<file path="config.mk">
export PLATFORM = sky130hd
export DESIGN_NAME = seg_display_writer
export DESIGN_NICKNAME = d
export VERILOG_FILES = /design/src/rtl/seg_display_writer_pkg.sv /design/src/rtl/seg_display_writer_hex_to_7seg.sv /design/src/rtl/seg_display_writer.sv
export VERILOG_INCLUDE_DIRS = /design/src /design/src/rtl
export SDC_FILE = /design/constraint.sdc
export NUM_CORES = 1
export LEC_CHECK = 0
export BUFFER_PORTS_ARGS = -buffer_cell sky130_fd_sc_hd__buf_2
export CAP_MARGIN = 40
export CORE_MARGIN = 5
export CORE_UTILIZATION = 47
export DETAILED_ROUTE_END_ITERATION = 7
export GPL_ROUTABILITY_DRIVEN = 1
export PLACE_DENSITY = 0.78
export SLEW_MARGIN = 20
export SYNTH_ARGS = -nofsm -noshare
export SYNTH_HDL_FRONTEND = slang
export SYNTH_HIERARCHICAL = 1
export SYNTH_SLANG_ARGS = --single-unit
</file>
<file path="constraint.sdc">
create_clock -name clk -period 7.21 [get_ports clk]
set_clock_uncertainty 0.15 [all_clocks]
set_input_delay 1.0815 -clock clk [delete_from_list [all_inputs] [get_ports clk]]
set_output_delay 1.0815 -clock clk [all_outputs]
set_load 0.01 [all_outputs]
</file>
<file path="src/rtl/seg_defs.vh">
// Active-low seven-segment patterns {g,f,e,d,c,b,a}, shared by the display blocks.
`ifndef SEG_DEFS_VH
`define SEG_DEFS_VH
localparam logic [6:0] SEG_HEX_0 = 7'b1000000;
localparam logic [6:0] SEG_HEX_1 = 7'b1111001;
localparam logic [6:0] SEG_HEX_2 = 7'b0100100;
localparam logic [6:0] SEG_HEX_3 = 7'b0110000;
localparam logic [6:0] SEG_HEX_4 = 7'b0011001;
localparam logic [6:0] SEG_HEX_5 = 7'b0010010;
localparam logic [6:0] SEG_HEX_6 = 7'b0000010;
localparam logic [6:0] SEG_HEX_7 = 7'b1111000;
localparam logic [6:0] SEG_HEX_8 = 7'b0000000;
localparam logic [6:0] SEG_HEX_9 = 7'b0010000;
localparam logic [6:0] SEG_HEX_A = 7'b0001000;
localparam logic [6:0] SEG_HEX_B = 7'b0000011;
localparam logic [6:0] SEG_HEX_C = 7'b1000110;
localparam logic [6:0] SEG_HEX_D = 7'b0100001;
localparam logic [6:0] SEG_HEX_E = 7'b0000110;
localparam logic [6:0] SEG_HEX_F = 7'b0001110;
localparam logic [6:0] SEG_OFF   = 7'h7F;
`endif

</file>
<file path="src/rtl/seg_display_writer_pkg.sv">
// Shared types and constants for the multiplexed seven-segment writer.
package seg_display_writer_pkg;
  `include "seg_defs.vh"

  localparam int NUM_DIGITS = 4;

  // One displayable frame: four hex nibbles plus their decimal points.
  typedef struct packed {
    logic [15:0] val;
    logic [3:0]  dp;
  } frame_t;
endpackage

</file>
<file path="src/rtl/seg_display_writer_hex_to_7seg.sv">
// Combinational 4-bit hex to active-low seven-segment decoder.
module hex_to_7seg
  import seg_display_writer_pkg::*;
(
  input  logic [3:0] nib_i,
  output logic [6:0] seg_o
);
  always_comb begin
    seg_o = SEG_OFF;
    case (nib_i)
      4'h0: seg_o = SEG_HEX_0;
      4'h1: seg_o = SEG_HEX_1;
      4'h2: seg_o = SEG_HEX_2;
      4'h3: seg_o = SEG_HEX_3;
      4'h4: seg_o = SEG_HEX_4;
      4'h5: seg_o = SEG_HEX_5;
      4'h6: seg_o = SEG_HEX_6;
      4'h7: seg_o = SEG_HEX_7;
      4'h8: seg_o = SEG_HEX_8;
      4'h9: seg_o = SEG_HEX_9;
      4'hA: seg_o = SEG_HEX_A;
      4'hB: seg_o = SEG_HEX_B;
      4'hC: seg_o = SEG_HEX_C;
      4'hD: seg_o = SEG_HEX_D;
      4'hE: seg_o = SEG_HEX_E;
      default: seg_o = SEG_HEX_F;
    endcase
  end
endmodule

</file>
<file path="src/rtl/seg_display_writer.sv">
// 4-digit multiplexed seven-segment writer; new values are committed only at
// frame boundaries so a scan never mixes two values.
module seg_display_writer
  import seg_display_writer_pkg::*;
#(
  parameter int CLK_DIV   = 100000,
  parameter int GHOST_CYC = 16,
  parameter int CNT_W     = 17
) (
  input  logic        clk,
  input  logic        rst,
  input  logic [15:0] value,
  input  logic [3:0]  dp_in,
  input  logic [3:0]  blank,
  input  logic        load,
  output logic [3:0]  an,
  output logic [6:0]  seg,
  output logic        dp,
  output logic        frame_tick,
  output logic        update_pending
);
  localparam logic [CNT_W-1:0] DIV_LAST = CNT_W'(CLK_DIV - 1);
  localparam logic [CNT_W-1:0] GHOST    = CNT_W'(GHOST_CYC);

  logic [CNT_W-1:0] div_cnt_q, div_cnt_d;
  logic [1:0]       idx_q, idx_d;
  frame_t           pend_q, pend_d, disp_q, disp_d;
  logic             pend_flag_q, pend_flag_d;
  logic [3:0]       an_q, an_d;
  logic [6:0]       seg_q, seg_d;
  logic             dp_q, dp_d;
  logic             tick_q, upd_q;

  logic       slot_end, boundary, lit;
  logic [3:0] digit;
  logic [6:0] dec_seg;
  frame_t     live;

  assign slot_end = (div_cnt_q == DIV_LAST);
  assign boundary = slot_end && (idx_q == 2'd3);
  assign live     = '{val: value, dp: dp_in};
  assign digit    = disp_q.val[4*idx_q +: 4];

  hex_to_7seg u_dec (
    .nib_i (digit),
    .seg_o (dec_seg)
  );

  always_comb begin
    div_cnt_d   = slot_end ? '0 : div_cnt_q + 1'b1;
    idx_d       = slot_end ? idx_q + 2'd1 : idx_q;
    pend_d      = pend_q;
    disp_d      = disp_q;
    pend_flag_d = pend_flag_q;
    if (boundary) begin
      // A load landing on the boundary bypasses the pending buffer entirely.
      if (load)             disp_d = live;
      else if (pend_flag_q) disp_d = pend_q;
      pend_flag_d = 1'b0;
    end else if (load) begin
      pend_d      = live;
      pend_flag_d = 1'b1;
    end
  end

  always_comb begin
    lit  = (div_cnt_q >= GHOST) && !blank[idx_q];
    an_d = 4'hF;
    seg_d = SEG_OFF;
    dp_d  = 1'b1;
    if (lit) begin
      an_d  = ~(4'b0001 << idx_q);
      seg_d = dec_seg;
      dp_d  = ~disp_q.dp[idx_q];
    end
  end

  always_ff @(posedge clk) begin
    if (rst) begin
      div_cnt_q   <= '0;
      idx_q       <= 2'd0;
      pend_q      <= '0;
      disp_q      <= '0;
      pend_flag_q <= 1'b0;
      an_q        <= 4'hF;
      seg_q       <= SEG_OFF;
      dp_q        <= 1'b1;
      tick_q      <= 1'b0;
      upd_q       <= 1'b0;
    end else begin
      div_cnt_q   <= div_cnt_d;
      idx_q       <= idx_d;
      pend_q      <= pend_d;
      disp_q      <= disp_d;
      pend_flag_q <= pend_flag_d;
      an_q        <= an_d;
      seg_q       <= seg_d;
      dp_q        <= dp_d;
      tick_q      <= boundary;
      upd_q       <= pend_flag_q;
    end
  end

  assign an             = an_q;
  assign seg            = seg_q;
  assign dp             = dp_q;
  assign frame_tick     = tick_q;
  assign update_pending = upd_q;
endmodule

</file>
Word level (Yosys, flattened, before mapping)
Memory sizes are Yosys's and may differ from the RTL's. A register that Yosys moved wholly into a read port is not among the register bits.
Index checks and enable logic that the tools add are counted.

operators by class
  bitwise operators = 4
  multiplexer cells = 6
  equal/unequal tests = 2
  shift operators = 2
  reduce and logical (&&, ||, !) cells = 9
  add/subtract/negate cells = 2
  div/mod/pow operators = 0
  $mul = 0
  order comparisons = 2

operators with widths
  operator                 count
  $mux W20                 2
  $add A17 B1 Y17 const B  1
  $eq A17 B17 Y1 const B   1
  $ge A17 B5 Y1 const B    1
  $shiftx A16 B5 Y4        1
  $reduce_or A2 Y1         3
  $bmux W1 S2              2
  $not A4 Y4               1
  $reduce_and A2 Y1        2
  $shl A1 B2 Y4 const A    1
  $lt A2 B3 Y1 const B     1
  $not A1 Y1               3
  $add A2 B1 Y2 const B    1
  $eq A2 B2 Y1 const B     1
  $logic_and A1 B1 Y1      2
  $mux W1                  2
  $reduce_bool A2 Y1       1
  $logic_not A1 Y1         1

word-level totals
  RAM bits = 0
  output and inout port bits = 14
  bits in latches = 0
  word-level logic and storage cells = 39
  bits of input ports = 27
  memories kept = 1
  bits in read-only memories = 112
  register bits after elaboration = 67

memory list
  name              words  width  read ports  clocked after Yosys merged registers in  wr ports  RTL line                              text
  (name not given)  16     7      1           1                                        0         seg_display_writer_hex_to_7seg.sv:10  case (nib_i)

Depth between registers and ports, before layout
Gate-level depths: netlist (run 1).

  word-level depth = 6
  gate-level depth with buffers = 8
  gate-level depth less buffers = 7

By module
Netlist (run 1), hierarchy kept.

by module, submodules not included
  module              seq. area each (µm²)  area each (µm²)  times used  cells an instance
  seg_display_writer  1,481.4               3,235.6          1           337
  hex_to_7seg         0.0                   270.3            1           35

Least setup slack after synthesis (run 1)
Ideal clock, no wire load.

  path type = in2reg
  start = input blank[3]
  end = register seg_q[2], in the netlist seg[2]
  stages on the path = 4
  library setup time = 0.126 ns
  buffers on the path = 1
  arrival time = 2.036 ns
  slack = 4.897 ns
  data required time = 6.934 ns
  path through = mux4_2 -> nor2_1 -> clkbuf_1 -> nand2b_1

between the ends
  longest elaborated chain between the ends = 6

ends and longest elaborated chain
  item                           RTL line                  text
  from (decl)                    seg_display_writer.sv:14  input logic [3:0] blank,
  $bmux W1 S2                    seg_display_writer.sv:67  lit = (div_cnt_q >= GHOST) && !blank[idx_q];
  $mux W1 (implied by the code)  seg_display_writer.sv:67
  $logic_not A1 Y1               seg_display_writer.sv:67
  $logic_and A1 B1 Y1            seg_display_writer.sv:67
  $not A1 Y1 (no line)           n/a
  $reduce_or A2 Y1 (no line)     n/a
  to (decl)                      seg_display_writer.sv:30  logic [6:0] seg_q, seg_d;

Every way passes these cells. The select of a mux whose other input is x is not followed.
A chain may end at the register's enable or synchronous reset.

Worst setup path in the final report (run 1)
  start = input rst
  end = register div_cnt_q[16]

between the ends
  longest elaborated chain between the ends = 1

ends and longest elaborated chain
  item                        RTL line                  text
  from (decl)                 seg_display_writer.sv:11  input logic rst,
  $reduce_or A2 Y1 (no line)  n/a
  to (signal assigned)        seg_display_writer.sv:91  div_cnt_q <= div_cnt_d;
  to (decl)                   seg_display_writer.sv:25  logic [CNT_W-1:0] div_cnt_q, div_cnt_d;

Every way passes these cells.

==> results of run 1 <==
-- area by class of cell --
cell class	instances	area, um2
Sequential cell	74	1480
Clock buffer	9	124
Multi-Input combinational cell	260	1870
Tap cell	99	124
Fill cell	662	3280
Clock inverter	7	68.8
Inverter	11	41.3
Timing Repair Buffer	45	265
-- state kept, by name, indices dropped and copies added, names as in the netlist --
register and flops:
seg 7, div_cnt_q 17, pend_flag_q 1, dp 1, an 4, idx_q 2, frame_tick 1, update_pending 1
pend_q 20, disp_q 20
-- cell families (layout without fill, tap and decap cells) --
kind of cell / after synthesis / count (layout) / synth area share (%)
fa+ha+maj: 13 / 13 / 4.64
buf+inv: 38 / 72 / 4.60
compound gates: 61 / 61 / 11.4
simple gates: 122 / 122 / 16.7
mux: 52 / 52 / 17.3
flops: 74 / 74 / 42.3
xor+xnor: 12 / 12 / 3.00
-- critical path, stage by stage --
cell and delay [ns]:
buf_2 0.41, clkinv_1 0.48, buf_16 0.31, o21ai_1 0.35, buf_4 0.28, a21oi_1 0.05
-- synth_stat cells (8+ instances only) --
library cell,instances,share of area [%]
clkbuf_1,17,1.8
dfxtp_1,74,42
mux2i_1,45,13
buf_2,9,1.3
xnor2_1,10,2.5
inv_1,9,0.96
a211oi_1,21,4.5
nand2b_1,8,1.4
nor2_1,24,2.6
a31oi_1,20,3.6
ha_1,13,4.6
nand2_1,54,5.8
-- layer usage --
layer  GRT usage [%]  vias up
li1                -     1380
met1            20.4     1303
met2            27.0       62
met3            4.30        7
met4            5.96        0
met5               0        -
-- through the flow --
step                worst slack [ns]  utilization, %  hold WS, ns
CTS                             4.34            54.6        0.310
detailed placement              3.98            52.0        0.297
global route                    4.21            54.8        0.326
finish                          4.32            54.8        0.310
global placement                3.40            51.4        0.291
floorplan                       4.90               -        0.284
-- power groups by stage --
stage / clock network, mW / registers (mW) / logic [mW]
after CTS: 0.321 / 0.423 / 0.0513
final: 0.315 / 0.423 / 0.0509
after detailed placement: 0 / 0.432 / 0.0511
after global routing: 0.341 / 0.424 / 0.0566
after global placement: 0 / 0.432 / 0.0476
after floorplan: 0 / 0.431 / 0.0341
-- worst min path at each step --
stage	startpoint	to	depth (start not counted)
CTS	pend_q[3]$_SDFFE_PP0P_	pend_q[3]$_SDFFE_PP0P_	2
detailed placement	pend_q[2]$_SDFFE_PP0P_	pend_q[2]$_SDFFE_PP0P_	2
finish	pend_q[12]$_SDFFE_PP0P_	pend_q[12]$_SDFFE_PP0P_	2
global route	pend_q[12]$_SDFFE_PP0P_	pend_q[12]$_SDFFE_PP0P_	2
floorplan	pend_q[0]$_SDFFE_PP0P_	pend_q[0]$_SDFFE_PP0P_	2
global placement	pend_q[1]$_SDFFE_PP0P_	pend_q[1]$_SDFFE_PP0P_	2
-- layout by cell type, fill, tap and decap left out, drive strengths merged, types with 2 or more instances in the layout --
cell,n
inv,11
clkinv,4
nand4,3
and3,2
nor2,24
nand2,54
and4,3
nor3,5
o21ai,8
nand2b,8
buf,45
ha,13
clkbuf,9
nand3,8
mux4,7
xnor2,10
xor2,2
nor4,5
dfxtp,74
or3,4
clkinvlp,2
a211oi,21
and2,2
mux2i,45
a21oi,7
a31oi,20
==> flow_metrics.tcl, run 1 <==
set metrics [dict create \
    ctsHtreeMaxLevel 3 \
    ratio_of_final_minimum_period_to_clock_period_pct 40.1 \
    final_layout_size_suffix_gt1_share_pct 18.5 \
    post_cts_buffers 0 \
    root_buffer_master "clkbuf_8" \
    power_report.internal_total_mw 0.599 \
    insertion_delay_ns 0.35 \
    drt-pass1-iter-count 4 \
    cts-buffers-inserted 9 \
    place.detailed.hpwl_um 4980 \
    syn_area_per_cell_um2 9.42 \
    fp.coreArea_um2 7250 \
    report.power.total_mw 0.789 \
    worstRegToRegCells 6 \
    startpoint "rst" \
    p_per_area_nw_per_um2 198 \
    initial_standard_cell_utilization_of_the_core_pct 48.3 \
    slew_margin_rel_pct 43.5 \
    fmaxAchievable_ghz 0.346 \
    drt_iter0_markers 146 \
    synth_warnings 6 \
    top_layer "met4" \
    combinationalPowerShare_pct 6.4 \
    diodes_inserted 0 \
    reg2reg_setup_slack_ns 4.62 \
    rsz0062_at_grt "no" \
    grt_pass1_wl_um 11800 \
    seqPwrFrac_pct 53.6 \
    static-leakage-power_nw 1.48 \
    drc 0 \
    drv_cap 0 \
    num_rows 31 \
    die_height_um 96.4 \
    antenna_violations_before_repair 0 \
    startpoint_type "input port" \
    tritoncts_num_sinks 74 \
    post_place_cells 488 \
    asyncSetResetFlopFracSynth_pct 0 \
    report.final.hold_viol_count 0 \
    route.layer.met1.wl_um 3200 \
    grtUsageTotal_pct 16.3 \
    synth_flop_cell "dfxtp_1" \
    postRouteWirelength_um 7070 \
    fp.dieW_um 96.4 \
    hold_buffers 0 \
    clk_pin_slew_worst_paths_ns 0.07 \
    number_of_enable_type_register_cells_in_the_synthesized_netlist 0 \
    worst_pin_slew_ns 0.848 \
    synthCells 372 \
    num_vias 2752 \
    synthesis.nets 412 \
    post_dp_cell_area_um2 3770 \
    first_global_vias 2564 \
    r2r_end "seg[3]$_SDFF_PP1_" \
    tritoncts_clock_tree "yes" \
    timing.setup.tns_ns 0 \
    synthDistinctLibCells 40 \
    die_area_um2 9290 \
    worstPathArrival_ns 2.97 \
    finalMaxSlewViolations 0 \
    irDropWorstVdd_v 0.000123 \
    hold_path_class "flip-flop to flip-flop" \
    pwr-share-clk_pct 40.0 \
    max_buffers_root_to_sink 2 \
    count_of_port_buffers_added_during_placement 40 \
    global_route.overflow_total 0 \
    met2_wirelength_um 3340 \
    detail-route-antenna-nets 0 \
    p_sw_mw 0.191 \
    peak_fanout_along_the_critical_path 31 \
    num_io_pins 41 \
    final_design_area_no_fill_um2 3980 \
    cts-resized-gates 0 \
    crit_path_end "div_cnt_q[16]$_SDFF_PP0_" \
    final_cell_count_no_fill 505 \
    min_period_ns 2.89 \
    met3WireLength_um 432 \
    critical_r2r_launch "idx_q[0]$_SDFFE_PP0P_" \
    drt-vias-per-instance 5.45 \
    p_r_area_growth_vs_syn_pct 13.4 \
    synth_seq_area_share_pct 42.3 \
    timing_worst_setup_path_type "input port to flip-flop" \
    wire_per_inst_um 14.0 \
    final_net_count 441 \
    power.switching_fraction_pct 24.2 \
    synth_register_bits 74 \
    finalSetupViolCount 0 \
    critical_path_required_ns 7.29 \
    post_synth_instance_area_um2 3510 \
    setup.worst_path.end_class "flip-flop" \
    grt_max_degree 32 \
    outcome "finished clean" \
    place.gp.congestion 0.845 \
]
Power figures use the tool's default switching activity.
==> inputs of run 2 (changes only) <==
--- a/config.mk
+++ b/config.mk
@@ -12,7 +12,7 @@
 export CORE_UTILIZATION = 47
 export DETAILED_ROUTE_END_ITERATION = 7
 export GPL_ROUTABILITY_DRIVEN = 1
-export PLACE_DENSITY = 0.78
+export PLACE_DENSITY = 0.81
 export SLEW_MARGIN = 20
 export SYNTH_ARGS = -nofsm -noshare
 export SYNTH_HDL_FRONTEND = slang
==> constraint.sdc (replaced) <==
create_clock -name clk -period 2.65 [get_ports clk]
set_clock_uncertainty 0.15 [all_clocks]
set_input_delay 0.3975 -clock clk [delete_from_list [all_inputs] [get_ports clk]]
set_output_delay 0.3975 -clock clk [all_outputs]
set_load 0.01 [all_outputs]
==> flow_metrics.tcl, run 2 (synthesis gave the netlist of run 1 again) <==
set metrics [dict create \
    outcome "finished clean" \
    finalMaxSlewViolations 0 \
    seqPwrFrac_pct 52.5 \
    ctsHtreeMaxLevel 3 \
    multi_input_comb_area_um2 1870 \
    startpoint_type "flip-flop" \
    reg2reg_setup_slack_ns 0.24 \
    die_area_um2 9290 \
    worst_pin_slew_ns 0.498 \
    combinationalPowerShare_pct 6.2 \
    worstRegToRegCells 6 \
    crit_chain "mux4_2 > inv_1 > ha_1 > inv_1 > mux4_2 > nand2b_1" \
    cts-resized-gates 0 \
    finalSetupViolCount 0 \
    final_cell_mix "74 x dfxtp_1, 54 x nand2_1, 45 x mux2i_1" \
    detail-route-antenna-nets 0 \
    fmaxAchievable_ghz 0.415 \
    top_regs "disp_q (20), pend_q (20), div_cnt_q (17)" \
    p_per_area_nw_per_um2 548 \
    count_of_port_buffers_added_during_placement 40 \
    min_period_ns 2.41 \
    timing_worst_setup_path_type "flip-flop to flip-flop" \
    drt-pass1-iter-count 4 \
    drt_iter0_markers 155 \
    fp.coreArea_um2 7250 \
    critical_path_required_ns 2.74 \
    place.detailed.hpwl_um 4990 \
    irDropWorstVdd_v 0.000208 \
    tritoncts_clock_tree "yes" \
    final_common_cell "dfxtp_1" \
    hold_path_class "input port to flip-flop" \
    drc 0 \
    drv_cap 0 \
    wire_per_inst_um 14.0 \
    final_layout_size_suffix_gt1_share_pct 19.0 \
    die_height_um 96.4 \
    p_r_area_growth_vs_syn_pct 14.0 \
    fp.dieW_um 96.4 \
    max_buffers_root_to_sink 2 \
    first_global_vias 2494 \
    postRouteWirelength_um 7100 \
    hold_depth 3 \
    slew_margin_rel_pct 66.8 \
    hold_ws_ns 0.151 \
    peak_fanout_along_the_critical_path 7 \
    hold_buffers 0 \
    post_dp_cell_area_um2 3790 \
    power.switching_fraction_pct 22.4 \
    cts-buffers-inserted 9 \
    setup.worst_path.end_class "flip-flop" \
    fill_cells 663 \
    root_buffer_master "clkbuf_8" \
    layout.area.seq_um2 1480 \
    worstPathArrival_ns 2.50 \
    grt_max_degree 42 \
    diodes_inserted 0 \
    ratio_of_final_minimum_period_to_clock_period_pct 90.9 \
    num_rows 31 \
    drt-vias-per-instance 5.47 \
    place.gp.congestion 0.772 \
    tritoncts_num_sinks 74 \
    grt_pass1_wl_um 11600 \
    final_net_count 446 \
    critical-path-slowest-cell "mux4_2" \
    num_vias 2782 \
    grtUsageTotal_pct 16.0 \
    p_sw_mw 0.491 \
    num_io_pins 41 \
    rsz0062_at_grt "no" \
    report.final.hold_viol_count 0 \
    antenna_violations_before_repair 0 \
    insertion_delay_ns 0.35 \
    static-leakage-power_nw 1.51 \
    timing.setup.tns_ns 0 \
    pwr-share-clk_pct 41.3 \
    power_report.internal_total_mw 1.70 \
    post_cts_buffers 0 \
    crit_path_max_incr_delay_ns 0.65 \
    global_route.overflow_total 0 \
    initial_standard_cell_utilization_of_the_core_pct 48.3 \
    final_design_area_no_fill_um2 4000 \
    clk_pin_slew_worst_paths_ns 0.07 \
]
[run 2: per-layer routing]
| metal | routed length, um | GRT usage, % |
|---|---|---|
| met1 | 3320 | 21.1 |
| met4 | 126 | 7.36 |
| met3 | 359 | 3.52 |
| met2 | 3290 | 24.8 |
| met5 | 0 | 0 |
[run 2: final timing paths]
| path | startpoint | end |
|---|---|---|
| max | idx_q[0]$_SDFFE_PP0P_ | seg[3]$_SDFF_PP1_ |
| min | value[15] | pend_q[19]$_SDFFE_PP0P_ |
| max reg2reg | idx_q[0]$_SDFFE_PP0P_ | seg[3]$_SDFF_PP1_ |
| min reg2reg | pend_q[6]$_SDFFE_PP0P_ | pend_q[6]$_SDFFE_PP0P_ |
[run 2: stage by stage]
stage | power [mW] | utilization [%] | cells | setup WS [ns]
finish | 2.19 | 55.1 | 509 | 0.242
global route | 2.27 | 55.1 | 509 | 0.161
CTS | 2.21 | 55.1 | 509 | 0.233
detailed placement | 1.31 | 52.3 | 494 | 0.259
global placement | 1.31 | 52.3 | 494 | 0.372
floorplan | 1.27 | - | 372 | 0.356
[run 2: layout make-up]
cell class	count	share of cell area, %
clock buffer	13	4.23
clock inverter	2	0.876
inverter	11	1.03
multi-input combinational	260	46.8
sequential	74	37.1
tap	99	3.10
timing repair buffer	50	6.89
[run 2: power by group through the flow]
stage                     logic (mW)  registers (mW)  clock network (mW)
final                          0.135            1.15               0.905
after global routing           0.151            1.15               0.971
after CTS                      0.137            1.15               0.918
after detailed placement       0.136            1.18                   0
after global placement         0.131            1.17                   0
after floorplan               0.0927            1.17                   0
[run 2: critical path: cells and delay by family, from the launching register on]
kind | cells | cell delay, ns
flops | 1 | 0.53
mux | 2 | 1.09
fa+ha+maj | 1 | 0.16
buf+inv | 2 | 0.24
simple gates | 1 | 0.15
==> inputs of run 3 (changes only) <==
--- a/config.mk
+++ b/config.mk
@@ -12,8 +12,7 @@
 export CORE_UTILIZATION = 47
 export DETAILED_ROUTE_END_ITERATION = 7
 export GPL_ROUTABILITY_DRIVEN = 1
-export PLACE_DENSITY = 0.81
-export SLEW_MARGIN = 20
+export PLACE_DENSITY = 0.69
 export SYNTH_ARGS = -nofsm -noshare
 export SYNTH_HDL_FRONTEND = slang
 export SYNTH_HIERARCHICAL = 1
==> flow_metrics.tcl, run 3 (synthesis gave the netlist of run 1 again) <==
set metrics [dict create \
    post_cts_buffers 0 \
    met3WireLength_um 459 \
    slew_margin_rel_pct 65.9 \
    detail-route-antenna-nets 0 \
    die_area_um2 9290 \
    top_regs "disp_q (20), pend_q (20), div_cnt_q (17)" \
    fp.dieW_um 96.4 \
    cts-resized-gates 0 \
    fill_cells 666 \
    critical_path_required_ns 2.73 \
    drc 0 \
    num_vias 2728 \
    route.layer.met1.wl_um 3320 \
    critical_r2r_launch "idx_q[0]$_SDFFE_PP0P_" \
    timing.setup.tns_ns 0 \
    worstPathArrival_ns 2.46 \
    worstRegToRegCells 6 \
    reg2reg_setup_slack_ns 0.27 \
    max_buffers_root_to_sink 2 \
    first_global_vias 2515 \
    initial_standard_cell_utilization_of_the_core_pct 48.3 \
    final_net_count 445 \
    timing_worst_setup_path_type "flip-flop to flip-flop" \
    drv_cap 0 \
    hold_buffers 0 \
    final_layout_size_suffix_gt1_share_pct 19.3 \
    min_period_ns 2.38 \
    num_io_pins 41 \
    ratio_of_final_minimum_period_to_clock_period_pct 89.8 \
    static-leakage-power_nw 1.50 \
    drt-vias-per-instance 5.36 \
    top_layer "met4" \
    fp.coreArea_um2 7250 \
    root_buffer_master "clkbuf_8" \
    irDropWorstVdd_v 0.000283 \
    finalMaxSlewViolations 0 \
    r2r_end "seg[3]$_SDFF_PP1_" \
    hold_path_class "input port to flip-flop" \
    hold_ws_ns 0.154 \
    drt_iter0_markers 154 \
    clk_pin_slew_worst_paths_ns 0.08 \
    ctsHtreeMaxLevel 3 \
    insertion_delay_ns 0.34 \
    met2_wirelength_um 3010 \
    setup.worst_path.end_class "flip-flop" \
    die_height_um 96.4 \
    grt_max_degree 41 \
    layout.area.seq_um2 1480 \
    grt_pass1_wl_um 11900 \
    final_common_cell "dfxtp_1" \
    global_route.overflow_total 0 \
    place.gp.congestion 0.837 \
    final_cell_mix "74 x dfxtp_1, 54 x nand2_1, 45 x mux2i_1" \
    fmaxAchievable_ghz 0.420 \
    p_r_area_growth_vs_syn_pct 13.8 \
    startpoint_type "flip-flop" \
    p_per_area_nw_per_um2 543 \
    finalSetupViolCount 0 \
    worst_hold_path.endpoint "pend_q[8]$_SDFFE_PP0P_" \
    outcome "finished clean" \
    diodes_inserted 0 \
    postRouteWirelength_um 6860 \
    num_rows 31 \
    place.detailed.hpwl_um 4910 \
    worst_hold_startpoint "value[4]" \
    rsz0062_at_grt "no" \
    peak_fanout_along_the_critical_path 7 \
    hold_depth 3 \
    wire_per_inst_um 13.5 \
    grtUsageTotal_pct 16.3 \
    drt-pass1-iter-count 4 \
    report.final.hold_viol_count 0 \
    count_of_port_buffers_added_during_placement 40 \
    tritoncts_num_sinks 74 \
    tritoncts_clock_tree "yes" \
    cts-buffers-inserted 9 \
    worst_pin_slew_ns 0.511 \
    antenna_violations_before_repair 0 \
    multi_input_comb_area_um2 1870 \
]
[run 3: area by class of cell]
| type | instances | area share, % |
|---|---|---|
| multi-input cells | 260 | 46.9 |
| flip-flops and latches | 74 | 37.1 |
| repair buffers | 49 | 6.71 |
| clock buffers | 10 | 3.45 |
| well taps | 99 | 3.10 |
| clock inverters | 6 | 1.66 |
| inverters | 11 | 1.03 |
[run 3: how the worst max path moves through the flow]
| stage | from | to | slack (ns) | cells past startpoint |
|---|---|---|---|---|
| floorplan | idx_q[0]$_SDFFE_PP0P_ | seg[3]$_SDFF_PP1_ | 0.36 | 7 |
| global placement | idx_q[0]$_SDFFE_PP0P_ | seg[3]$_SDFF_PP1_ | 0.36 | 6 |
| detailed placement | idx_q[0]$_SDFFE_PP0P_ | seg[3]$_SDFF_PP1_ | 0.27 | 6 |
| CTS | idx_q[0]$_SDFFE_PP0P_ | seg[3]$_SDFF_PP1_ | 0.25 | 6 |
| global route | idx_q[0]$_SDFFE_PP0P_ | seg[3]$_SDFF_PP1_ | 0.12 | 6 |
| finish | idx_q[0]$_SDFFE_PP0P_ | seg[3]$_SDFF_PP1_ | 0.27 | 6 |
[run 3: per-layer routing]
layer	global-route usage (%)	vias to the layer above
li1	-	1387
met2	24.2	78
met3	4.38	5
met1	22.9	1258
met4	5.37	0
met5	0	-
[run 3: where the power goes]
part / internal [mW] / total, mW / switching, mW / leakage [nW]
clock network: 0.462 / 0.881 / 0.419 / 0.106
logic: 0.0579 / 0.135 / 0.0767 / 0.794
registers: 1.14 / 1.15 / 0.0141 / 0.602
[run 3: worst max-delay path, stage by stage (launching register included)]
cell and delay, ns:
dfxtp_1 0.53, mux4_2 0.64, inv_1 0.16, ha_1 0.16
inv_1 0.06, mux4_2 0.43, nand2b_1 0.14
[run 3: metrics by stage]
stage / power, mW / setup slack [ns] / utilization, % / instances / instance area, um2
final: 2.17 / 0.270 / 55.0 / 509 / 3990
after global routing: 2.27 / 0.119 / 55.0 / 509 / 3990
after CTS: 2.20 / 0.255 / 55.0 / 509 / 3990
after detailed placement: 1.31 / 0.269 / 52.2 / 493 / 3790
after global placement: 1.31 / 0.364 / 52.2 / 493 / 3790
after floorplan: 1.27 / 0.356 / - / 372 / 3510
